**src/rtl/mem_io_bridge_pkg.sv**
```systemverilog
// Shared IO map for the CPU memory bridge and firmware tests.
// IO offsets within the 4-word window and STATUS bit positions.
package mem_io_bridge_pkg;

  typedef enum logic [1:0] {
    IO_TX   = 2'd0,
    IO_STAT = 2'd1,
    IO_RX   = 2'd2,
    IO_LED  = 2'd3
  } io_off_e;

  localparam int ST_FULL  = 0;
  localparam int ST_EMPTY = 1;
  localparam int ST_RXV   = 2;
  localparam int ST_OVF   = 3;
  localparam int ST_CNT   = 4;

endpackage

```
**src/rtl/mem_io_bridge_tx_fifo.sv**
```systemverilog
// TX FIFO: circular buffer with wrapping pointers and a count.
// Ports: push/push_data in, pop in, data (head), full, empty, count.
module io_tx_fifo #(
  parameter int WIDTH = 16,
  parameter int DEPTH = 4,
  localparam int AW = $clog2(DEPTH),
  localparam int CW = AW + 1
) (
  input  logic             clk,
  input  logic             reset,
  input  logic             push,
  input  logic [WIDTH-1:0] push_data,
  input  logic             pop,
  output logic [WIDTH-1:0] data,
  output logic             full,
  output logic             empty,
  output logic [CW-1:0]    count
);

  logic [WIDTH-1:0] mem [DEPTH];
  logic [AW-1:0]    rd_ptr;
  logic [AW-1:0]    wr_ptr;
  logic             pop_ok;
  logic             push_ok;

  assign full    = (count == CW'(DEPTH));
  assign empty   = (count == '0);
  assign data    = mem[rd_ptr];
  assign pop_ok  = pop & ~empty;
  // When full, a same-cycle pop frees the slot being written.
  assign push_ok = push & (~full | pop_ok);

  always_ff @(posedge clk) begin
    if (push_ok) mem[wr_ptr] <= push_data;
  end

  always_ff @(posedge clk or posedge reset) begin
    if (reset) begin
      rd_ptr <= '0;
      wr_ptr <= '0;
      count  <= '0;
    end else begin
      if (pop_ok)  rd_ptr <= rd_ptr + 1'b1;
      if (push_ok) wr_ptr <= wr_ptr + 1'b1;
      if (push_ok & ~pop_ok)      count <= count + 1'b1;
      else if (pop_ok & ~push_ok) count <= count - 1'b1;
    end
  end

endmodule

```
**src/rtl/mem_io_bridge.sv**
```systemverilog
// Decodes CPU accesses into RAM or the 4-word IO window (TX FIFO,
// STATUS, RX latch, LED) and muxes read data back with RAM latency.
module mem_io_bridge
  import mem_io_bridge_pkg::*;
#(
  parameter int WIDTH = 16,
  parameter logic [WIDTH-1:0] IO_MEM = 16'hCFFD,
  parameter int TX_DEPTH = 4
) (
  input  logic             clk,
  input  logic             reset,
  input  logic [WIDTH-1:0] cpu_adr,
  input  logic [WIDTH-1:0] cpu_wdata,
  input  logic             cpu_we,
  output logic [WIDTH-1:0] cpu_rdata,
  output logic             ram_we,
  input  logic [WIDTH-1:0] ram_dout,
  output logic [WIDTH-1:0] tx_data,
  output logic             tx_valid,
  input  logic             tx_ready,
  input  logic [WIDTH-1:0] rx_data,
  input  logic             rx_strobe,
  output logic [WIDTH-1:0] led
);

  localparam int CW = $clog2(TX_DEPTH) + 1;
  localparam logic [WIDTH:0] IO_TOP =
    {1'b0, IO_MEM} + (WIDTH+1)'(3);

  logic             io_hit;
  io_off_e          off;
  logic             io_wr;
  logic             wr_q;
  logic             fire;
  logic             rd_sel_q;
  logic [WIDTH-1:0] io_rdata_q;
  logic [WIDTH-1:0] rd_word;
  logic [WIDTH-1:0] status;
  logic [WIDTH-1:0] rx_latch;
  logic             rx_valid;
  logic             ovf;
  logic             ack;
  logic             ovf_clr;
  logic             push;
  logic             full;
  logic             empty;
  logic [CW-1:0]    count;

  assign io_hit = (cpu_adr >= IO_MEM) &&
                  ({1'b0, cpu_adr} <= IO_TOP);
  // Only the low bits of the offset matter inside the window.
  assign off    = io_off_e'(cpu_adr[1:0] - IO_MEM[1:0]);
  assign ram_we = cpu_we & ~io_hit;
  assign io_wr  = cpu_we & io_hit;
  // The CPU may hold we for several cycles; act once per store.
  assign fire   = io_wr & ~wr_q;

  assign push    = fire & (off == IO_TX);
  assign ovf_clr = fire & (off == IO_STAT) & cpu_wdata[ST_OVF];
  assign ack     = fire & (off == IO_RX);

  assign tx_valid  = ~empty;
  assign cpu_rdata = rd_sel_q ? io_rdata_q : ram_dout;

  io_tx_fifo #(
    .WIDTH(WIDTH),
    .DEPTH(TX_DEPTH)
  ) u_fifo (
    .clk      (clk),
    .reset    (reset),
    .push     (push),
    .push_data(cpu_wdata),
    .pop      (tx_ready),
    .data     (tx_data),
    .full     (full),
    .empty    (empty),
    .count    (count)
  );

  always_comb begin
    status = '0;
    status[ST_CNT +: CW] = count;
    status[ST_OVF]   = ovf;
    status[ST_RXV]   = rx_valid;
    status[ST_EMPTY] = empty;
    status[ST_FULL]  = full;
  end

  always_comb begin
    rd_word = '0;
    unique case (off)
      IO_TX:   rd_word[CW-1:0] = count;
      IO_STAT: rd_word = status;
      IO_RX:   rd_word = rx_latch;
      IO_LED:  rd_word = led;
      default: rd_word = '0;
    endcase
  end

  always_ff @(posedge clk or posedge reset) begin
    if (reset) begin
      rd_sel_q   <= 1'b0;
      io_rdata_q <= '0;
      wr_q       <= 1'b0;
      rx_latch   <= '0;
      rx_valid   <= 1'b0;
      ovf        <= 1'b0;
      led        <= '0;
    end else begin
      rd_sel_q   <= io_hit;
      io_rdata_q <= rd_word;
      wr_q       <= io_wr;
      if (fire && off == IO_LED) led <= cpu_wdata;
      // New RX data beats a same-cycle ack; an ack
      // alongside a strobe is not an overflow.
      if (rx_strobe) begin
        rx_latch <= rx_data;
        rx_valid <= 1'b1;
      end else if (ack) begin
        rx_valid <= 1'b0;
      end
      if (rx_strobe & rx_valid & ~ack) ovf <= 1'b1;
      else if (ovf_clr)                ovf <= 1'b0;
    end
  end

endmodule

```
**config.mk**
```make
export PLATFORM = sky130hd
export DESIGN_NAME = mem_io_bridge
export DESIGN_NICKNAME = d
export VERILOG_FILES = /design/src/rtl/mem_io_bridge_pkg.sv /design/src/rtl/mem_io_bridge_tx_fifo.sv /design/src/rtl/mem_io_bridge.sv
export SDC_FILE = /design/constraint.sdc
export NUM_CORES = 1
export LEC_CHECK = 0
export CAP_MARGIN = 20
export CORE_ASPECT_RATIO = 1.1
export CORE_MARGIN = 5
export CORE_UTILIZATION = 45
export CTS_BUF_LIST = sky130_fd_sc_hd__clkbuf_4 sky130_fd_sc_hd__clkbuf_8
export CTS_CLUSTER_SIZE = 12
export DETAILED_ROUTE_END_ITERATION = 8
export GPL_TIMING_DRIVEN = 1
export PLACE_DENSITY = 0.84
export SKIP_LAST_GASP = 1
export SLEW_MARGIN = 20
export SYNTH_ARGS = -nofsm -noshare
export SYNTH_HDL_FRONTEND = slang
export SYNTH_SLANG_ARGS = --single-unit
```
**constraint.sdc**
```tcl
create_clock -name clk -period 3 [get_ports clk]
set_clock_uncertainty 0.15 [all_clocks]
set_input_delay 0.75 -clock clk [delete_from_list [all_inputs] [get_ports clk]]
set_output_delay 0.75 -clock clk [all_outputs]
set_load 0.03 [all_outputs]
```
==> metrics <==
status completed; share of layout cells above drive strength 1 a little over a third; row cnt a little over 40; hold path cells 1; Initial Util around 45%; hold path startpoint ovf; Reg2Reg Setup Slack between 0.5 and 0.6 ns; H-tree Lvls 4; maximum root-to-sink buffer count 2; non-filler instance count after layout 604; CP max stage delay between 0.6 and 0.7 ns; Post-synth EDFFs 64; Post-synth ARST share 47.97%; number of max-cap violations 0; die outline height between 100 and 150 um; Setup TNS Final 0 ns; Tmin final about 3 ns; most frequent cells in the layout clkdlybuf4s50_1, edfxtp_1, dfrtp_1; Via Count 3,100; period utilisation layout 98.48%; total wire length approximately 11,000 um; Max VDD drop approximately 0.32 mV; critical path data required time 2.10 ns; Detail Route Antenna Nets 0; synthesized area approximately 5100 um^2; Yosys cell types 43; critical path type in -> out; initial antenna violation count 0; Rel. slew slack around 70%; DR WL/cell 18.76 um; final core occ 63.41%; Worst Hold End ovf; clock-pin slew on the worst setup and hold paths ~0.07 ns; commonest non-fill, non-tap cell in the layout clkdlybuf4s50_1; Clk Latency, worst-skew pair 0.41 ns; total CTS buffers 17; number of diodes 0; port bufs about 120; DRC 0; worst-path fanout max 1; vias per cell ~5.1; Final nets 516; endpoints failing setup 0; Starting DRT DRC Count between 150 and 200; Initial DRT Pass Iterations 4; Avg Cell Area, Syn roughly 18 um^2; Filler Cell Count 825; FF-to-FF Start u_fifo.count[2]; count of final max-slew check failures 0; Final Wtd Congestion ~0.83; CTS root buffer clkbuf_8; grt total ovfl 0; HPWL Detailed 8348 um; first-pass GRT wire length approximately 18,000 um; CP Launch Type input port; TritonCTS clock tree done; dpl cells roughly 570; Crit-path slowest cell clkdlybuf4s50_1; core region area ~11,000 um^2; fmax between 300 and 400 MHz; largest net degree at the start of global routing 37; Syn. warnings 0; CTS sink cnt approximately 120; Crit path buffers/inverters 2; syn nets ~360; Final Hold Viols 0; Mapped Cells 281; number of global-route vias before repair 3,438; die width ~110 um; worst path cell trace clkdlybuf4s50_1, mux2_2, clkdlybuf4s50_1; Crit path max-delay family buffers and inverters; Synth Register Bits approximately 120; power per cell area about 630 nW/um^2; share of the yosys chip area belonging to registers between 60% and 70%; top_reg_cell synth edfxtp_1; CP arrival 2.05 ns; Leak between 2 and 3 nW; R2R cell count 7; reg2reg end u_fifo.count[1]; # IOs ~120; die area 13,660 um^2; Worst Tran Pin Value around 0.46 ns; HP Class reg -> reg; GRT Total Usage ~17%; CP most frequent cell clkdlybuf4s50_1; area grow syn2layout 39.94%; Critical Path End Type output pin
==> registers in the layout (all words and copies together), names as in the netlist <==
register	flops
io_rdata_q	16
led	16
ovf	1
rd_sel_q	1
rx_latch	16
rx_valid	1
u_fifo.count	3
u_fifo.mem	64
u_fifo.rd_ptr	2
u_fifo.wr_ptr	2
wr_q	1
==> where the power goes <==
group | total, mW | switching, mW | internal [mW]
Combinational | 1.20 | 0.606 | 0.591
Clock | 1.41 | 0.652 | 0.762
Sequential | 1.93 | 0.0702 | 1.86
Total | 4.54 | 1.33 | 3.21
==> logic make-up after synthesis <==
family          share of synthesized area, %
xor+xnor                               1.023
buf+inv                                1.632
fa+ha+maj                              1.607
mux                                    20.90
flops                                  66.15
simple gates                           4.919
compound gates                         3.775
==> layer usage <==
metal	GRT usage [%]	vias to the layer above	routed length (um)	share of wire (%)
li1	-	1420	-	-
met1	20.42	1580	4528	40
met2	29.84	86	6189	55
met3	3.825	14	401	3.5
met4	6.236	0	213	1.9
met5	0	-	0	0
==> how the worst max path moves through the flow <==
stage | end | cells past startpoint | startpoint
finish | cpu_rdata[10] | 3 | ram_dout[10]
global route | ram_we | 6 | cpu_adr[7]
CTS | ram_we | 6 | cpu_adr[4]
detailed placement | ram_we | 6 | cpu_adr[11]
global placement | ram_we | 6 | cpu_adr[11]
floorplan | u_fifo.count[2] | 9 | cpu_adr[12]
==> repair_timing <==
action,CTS,global route
setup buffers,2,1
hold buffers,0,0
setup endpoints to repair,18,1
gates resized for setup,31,10
cloned,0,0
hold endpoints to repair,0,0
pin swaps,8,1
==> Yosys cell counts (2+ instances only) <==
cell type	instances	area share, %
a22o_1	13	2.2
and2_1	5	0.61
buf_1	2	0.15
buf_2	4	0.39
clkbuf_1	6	0.44
dfrtp_1	59	29
edfxtp_1	64	37
ha_1	5	1.2
inv_1	6	0.44
mux2_2	43	9.4
mux2_4	10	2.9
mux4_2	19	8.3
nand2_1	3	0.22
nand3_1	3	0.29
nand4_1	2	0.24
nor2_1	4	0.29
nor3_1	2	0.19
nor3b_1	2	0.29
xnor2_1	4	0.68
xor2_1	2	0.34
==> cell type report <==
| class | instances | area, um^2 | share of cell area, % |
|---|---|---|---|
| clock inverters | 14 | 147.6 | 2.054 |
| flip-flops and latches | 123 | 3398 | 47.27 |
| clock buffers | 18 | 247.7 | 3.446 |
| multi-input cells | 139 | 1683 | 23.41 |
| well taps | 150 | 187.7 | 2.611 |
| inverters | 6 | 22.52 | 0.3133 |
| repair buffers | 154 | 1503 | 20.90 |
==> stage by stage <==
stage / setup WS (ns) / area (um^2) / hold slack [ns] / power (mW)
2_1_floorplan: 0.08778 / 5137 / 0.3023 / 2.716
3_3_place_gp: -0.4962 / 6765 / 0.3227 / 3.232
3_5_place_dp: -0.5784 / 6765 / 0.3290 / 3.262
4_1_cts: -0.02700 / 7147 / 0.3453 / 4.594
5_1_grt: -0.01338 / 7189 / 0.3668 / 4.744
6_report: 0.04545 / 7189 / 0.3397 / 4.542
Note: power is estimated with default switching activity, not from simulation.
